<file path="config.mk">
export PLATFORM = sky130hd
export DESIGN_NAME = uart_imem_loader
export DESIGN_NICKNAME = d
export VERILOG_FILES = /design/src/rtl/uart_imem_loader.sv
export SDC_FILE = /design/constraint.sdc
export NUM_CORES = 1
export LEC_CHECK = 0
export CORE_AREA = 2 2 112 92
export CTS_CLUSTER_DIAMETER = 100
export DETAILED_ROUTE_END_ITERATION = 10
export DIE_AREA = 0 0 114 94
export HOLD_SLACK_MARGIN = 0.08
export PLACE_DENSITY = 0.66
export SLEW_MARGIN = 15
export SYNTH_ARGS = -nofsm -noshare
export SYNTH_HDL_FRONTEND = slang
export SYNTH_SLANG_ARGS = --single-unit
</file>
<file path="constraint.sdc">
create_clock -name clk -period 5.2 [get_ports clk]
set_input_delay 1.56 -clock clk [delete_from_list [all_inputs] [get_ports clk]]
set_output_delay 1.56 -clock clk [all_outputs]
set_load 0.05 [all_outputs]
</file>
<file path="src/rtl/uart_imem_loader.sv">
// UART (8N1) program loader: packs received bytes little-endian into 32-bit words and writes them to the IM.
// Optional feature: define UART_LOADER_CHECKSUM_EN to add checksum_o (wrapping sum of written words).
module uart_imem_loader #(
  parameter int unsigned CLK_FREQ_HZ = 100_000_000,
  parameter int unsigned BAUD        = 115_200,
  parameter int unsigned ADDR_W      = 6
) (
  input  logic              clk,
  input  logic              rstn,
  input  logic              uart_rx_i,
  input  logic              load_en_i,
  output logic              we_o,
  output logic [ADDR_W-1:0] waddr_o,
  output logic [31:0]       wdata_o,
  output logic              busy_o,
  output logic              done_o,
  output logic              frame_err_o,
  output logic [ADDR_W:0]   word_cnt_o
`ifdef UART_LOADER_CHECKSUM_EN
  ,
  output logic [31:0]       checksum_o
`endif
);

  localparam int unsigned DIV   = CLK_FREQ_HZ / BAUD;
  localparam int unsigned CNT_W = $clog2(DIV);
  localparam logic [CNT_W-1:0] CNT_HALF = CNT_W'(DIV / 2 - 1);
  localparam logic [CNT_W-1:0] CNT_FULL = CNT_W'(DIV - 1);
  localparam logic [ADDR_W:0]  CNT_LAST = (ADDR_W + 1)'((1 << ADDR_W) - 1);

  typedef enum logic [1:0] {IDLE, START, DATA, STOP} state_e;

  state_e           state_q, state_d;
  logic [CNT_W-1:0] cnt_q, cnt_d;
  logic [2:0]       bit_q, bit_d;
  logic [7:0]       shift_q, shift_d;
  logic [1:0]       byte_idx_q;
  logic [23:0]      word_q;
  logic             rx_meta, rx_s;
  logic             load_en_q;
  logic             byte_ok_c, ferr_c, arm_c;

  assign arm_c = load_en_i & ~load_en_q;

  // Two-flop synchronizer; resets to the idle line level so reset never looks like a start bit
  always_ff @(posedge clk or negedge rstn) begin
    if (!rstn) begin
      rx_meta <= 1'b1;
      rx_s    <= 1'b1;
    end else begin
      rx_meta <= uart_rx_i;
      rx_s    <= rx_meta;
    end
  end

  always_ff @(posedge clk or negedge rstn) begin
    if (!rstn) state_q <= IDLE;
    else       state_q <= state_d;
  end

  always_comb begin
    state_d   = state_q;
    cnt_d     = cnt_q + 1'b1;
    bit_d     = bit_q;
    shift_d   = shift_q;
    byte_ok_c = 1'b0;
    ferr_c    = 1'b0;
    case (state_q)
      IDLE: begin
        cnt_d = '0;
        if (!rx_s && load_en_i && !done_o) state_d = START;
      end
      START: begin
        if (cnt_q == CNT_HALF) begin
          cnt_d = '0;
          bit_d = '0;
          state_d = rx_s ? IDLE : DATA;
        end
      end
      DATA: begin
        if (cnt_q == CNT_FULL) begin
          cnt_d   = '0;
          shift_d = {rx_s, shift_q[7:1]};
          bit_d   = bit_q + 1'b1;
          if (bit_q == 3'd7) state_d = STOP;
        end
      end
      STOP: begin
        if (cnt_q == CNT_FULL) begin
          cnt_d     = '0;
          state_d   = IDLE;
          byte_ok_c = rx_s;
          ferr_c    = ~rx_s;
        end
      end
      default: state_d = IDLE;
    endcase
    // Disarm aborts any frame in flight
    if (!load_en_i) begin
      state_d   = IDLE;
      cnt_d     = '0;
      byte_ok_c = 1'b0;
      ferr_c    = 1'b0;
    end
  end

  always_ff @(posedge clk or negedge rstn) begin
    if (!rstn) begin
      cnt_q       <= '0;
      bit_q       <= '0;
      shift_q     <= '0;
      word_q      <= '0;
      byte_idx_q  <= '0;
      load_en_q   <= 1'b0;
      we_o        <= 1'b0;
      waddr_o     <= '0;
      wdata_o     <= '0;
      busy_o      <= 1'b0;
      done_o      <= 1'b0;
      frame_err_o <= 1'b0;
      word_cnt_o  <= '0;
`ifdef UART_LOADER_CHECKSUM_EN
      checksum_o  <= '0;
`endif
    end else begin
      load_en_q <= load_en_i;
      cnt_q     <= cnt_d;
      bit_q     <= bit_d;
      shift_q   <= shift_d;
      busy_o    <= (state_d != IDLE);
      we_o      <= 1'b0;
      if (arm_c) begin
        waddr_o     <= '0;
        word_cnt_o  <= '0;
        byte_idx_q  <= '0;
        done_o      <= 1'b0;
        frame_err_o <= 1'b0;
`ifdef UART_LOADER_CHECKSUM_EN
        checksum_o  <= '0;
`endif
      end else begin
        if (!load_en_i) byte_idx_q <= '0;
        if (ferr_c) frame_err_o <= 1'b1;
        // Fourth byte completes the word; the write strobe follows in the next cycle
        if (byte_ok_c) begin
          if (byte_idx_q == 2'd3) begin
            we_o       <= 1'b1;
            wdata_o    <= {shift_q, word_q};
            byte_idx_q <= '0;
          end else begin
            case (byte_idx_q)
              2'd0:    word_q[7:0]   <= shift_q;
              2'd1:    word_q[15:8]  <= shift_q;
              default: word_q[23:16] <= shift_q;
            endcase
            byte_idx_q <= byte_idx_q + 1'b1;
          end
        end
        if (we_o) begin
          waddr_o    <= waddr_o + 1'b1;
          word_cnt_o <= word_cnt_o + 1'b1;
          if (word_cnt_o == CNT_LAST) done_o <= 1'b1;
`ifdef UART_LOADER_CHECKSUM_EN
          checksum_o <= checksum_o + wdata_o;
`endif
        end
      end
    end
  end

endmodule
</file>
==> flow_summary.toml <==
[synth]
syn-num-nets = 327
synth.top_cell.area_share_pct = 58.39
synthFlopType = "dfrtp_1"
async_flop_share_pct = 100.0
ys_top_cells_by_count = "99 x dfrtp_1, 55 x mux2_2, 27 x nor2_1"
ys_types = 40
yosysWarnings = 0
synthCells = 313
synth_area_leaders = "dfrtp_1 58%, mux2_2 15%, ha_1 2.9%"
yosysSeqAreaShare_pct = 59.63
synth.most_common_cell = "dfrtp_1"
syn_area_um2 = 4243
syn_avg_cell_area_um2 = 13.56
synth-seq-cells = 101
synth-edff-count = 0
synth.largest_area_cell = "dfrtp_1"

[floorplanning]
die_area_um2 = 10720
num_rows = 32
core_area_um2 = 9529
chipWidth_um = 114
num_io_pins = 53
initial_utilization_pct = 44.52
die_h_um = 94

[global_route]
antenna_found_initial = 0
grt_first_pass_wirelength_um = 12340
grt_pass1_vias = 2473
overflow = 0
grt_max_degree = 79
grt.total_usage_pct = 14.98

[routing]
drc_errors = 0
dr.pass1.iters = 4
dr_total_vias = 2544
drt-total-wl_um = 7284
ant_nets = 0
drtIter0Drc = 175
viasPerCell = 5.181
routedWlPerCell_um = 14.84

[cells_and_area]
design_area_um2 = 5139
multi_input_area_um2 = 1635
n_antenna_cell = 0
fill_cells = 802
drive_gt1_share_pct = 23.39
ff_latch_area_um2 = 2530
area_growth_pct = 21.11
fin_cells = 491
final_nets = 381

[critical_path]
worstPathCellList = "clkdlybuf4s50_1"
crit_path_max_fanout = 12
cp-end-kind = "output port"
arrival_ps = 1860
crit_buf_inv = 1
startpoint_type = "flop"
worstSetupPathType = "flop to output port"
crit_family = "buffers and inverters"
required_ps = 3640
max_stage_delay_ps = 890
cp_slowest_cell = "clkdlybuf4s50_1"

[timing]
rsz0062_at_grt = "no"
tightestPinTransition_ps = 962.9
fmax_mhz = 292.6
timing.final.ws_setup_ps = 1783
period_share_pct = 65.72
hold_viol_final = 0
slew_headroom_pct = 35.67
fin_skew_ps = 7.172
final_max_slew_viol_count = 0
min_period_ps = 3417
setup_violations = 0
setup_tns_ps = 0

[power_and_ir_drop]
max-vdd-ir-drop_v = 0.0001726
power_density_nw_per_um2 = 277.9
p_leak_nw = 2.413

[worst_hold_path]
hold_class = "flop to flop"

[cts]
postCtsHoldBufs = 0
cts_tree = "done"
root_buffer = "clkbuf_16"
post_cts_resized = 0
cts.sinks = 101
clock_latency_ps = 340
cts.htree.levels = 3
clk_pin_slew_ps = 60
cts_buffer_depth = 2
cts_made_buffers = 9
cts_setup_buffers = 0

[run_status]
run_status = "complete, no violations"

[placed_design]
io_buffers = 52
detailed_place.area_um2 = 4870
dp_hpwl_um = 4899
post-place-ws_ps = 1592
place.gp.congestion = 0.8149
place_inst = 475

[job]
max_cap_violations = 0
[cell type report]
type                    count  area share (%)
well taps                 119           2.897
flip-flops and latches    101           49.23
inverters                   6          0.4383
multi-input cells         195           31.82
clock inverters             5          0.7061
clock buffers              11           4.529
repair buffers             54           10.37
[power breakdown]
group	total, mW	internal [mW]	switching, mW
Combinational	0.0306	0.00668	0.0239
Sequential	0.793	0.789	0.00411
Clock	0.604	0.325	0.279
Total	1.43	1.12	0.307
[state kept, by name (all words and copies together) (netlist names), 2 cells and up]
signal and cells:
shift_q 8, waddr_o 6, wdata_o 32, cnt_q 10, word_cnt_o 7, state_q 2, bit_q 3, word_q 24
byte_idx_q 2
[metal layers]
metal	vias to the layer above	global-route usage [%]	wire length [um]
met4	0	5.183	106
met2	43	21.38	3231
met1	1292	21.51	3668
met5	-	0	0
met3	7	4.839	278
li1	1202	-	-
[worst reg2reg max path, stage by stage (launching register included)]
cell,delay [ps]
dfrtp_1,400
ha_1,280
nand4bb_4,180
or3_4,390
or3_1,540
mux2_4,370
[per-stage QoR]
step           hold WS (ps)  utilization [%]  power (mW)
2_1_floorplan         345.2                -      0.8182
3_3_place_gp          348.5            51.10      0.8397
3_5_place_dp          352.9            51.10      0.8403
4_1_cts               362.4            53.93       1.452
5_1_grt               366.3            53.93       1.486
6_report              360.4            53.93       1.428
[worst paths after layout]
path                       startpoint    endpoint  slack, ps  cells past startpoint
min                           rx_meta        rx_s        360                      0
max in group asynchronous        rstn   word_q[1]       2940                      2
min in group asynchronous        rstn    cnt_q[7]       1380                      1
max reg2reg                  cnt_q[0]  shift_q[1]       2920                      5
max                              we_o        we_o       1780                      1
min reg2reg                   rx_meta        rx_s        360                      0
[placed cells by master (no fill, tap or decap), types with 5 or more instances in the layout]
master            n
clkdlybuf4s50_1  51
inv_1             6
nand3_1          10
nand2_1          13
nand4_1           7
mux2_2           55
nor3_1            7
dfrtp_1          99
mux2i_1           5
xor2_1           12
mux2_4            8
ha_1             10
nor2_1           27
clkbuf_16         9
[logic make-up (layout without fill, tap and decap cells)]
group                      after synthesis  count (layout)  synth area share [%]
DFF                                    101             101                 59.63
adders and majority gates               10              10                 2.949
xor gates and xnor gates                16              16                 3.303
and+or+nand+nor                         86              86                 10.88
buffers and inverters                   17              76                 1.828
muxes                                   70              70                 19.14
AOI/OAI and AO/OA                       13              13                 2.271
No activity file was read; power rests on OpenSTA's default activity.
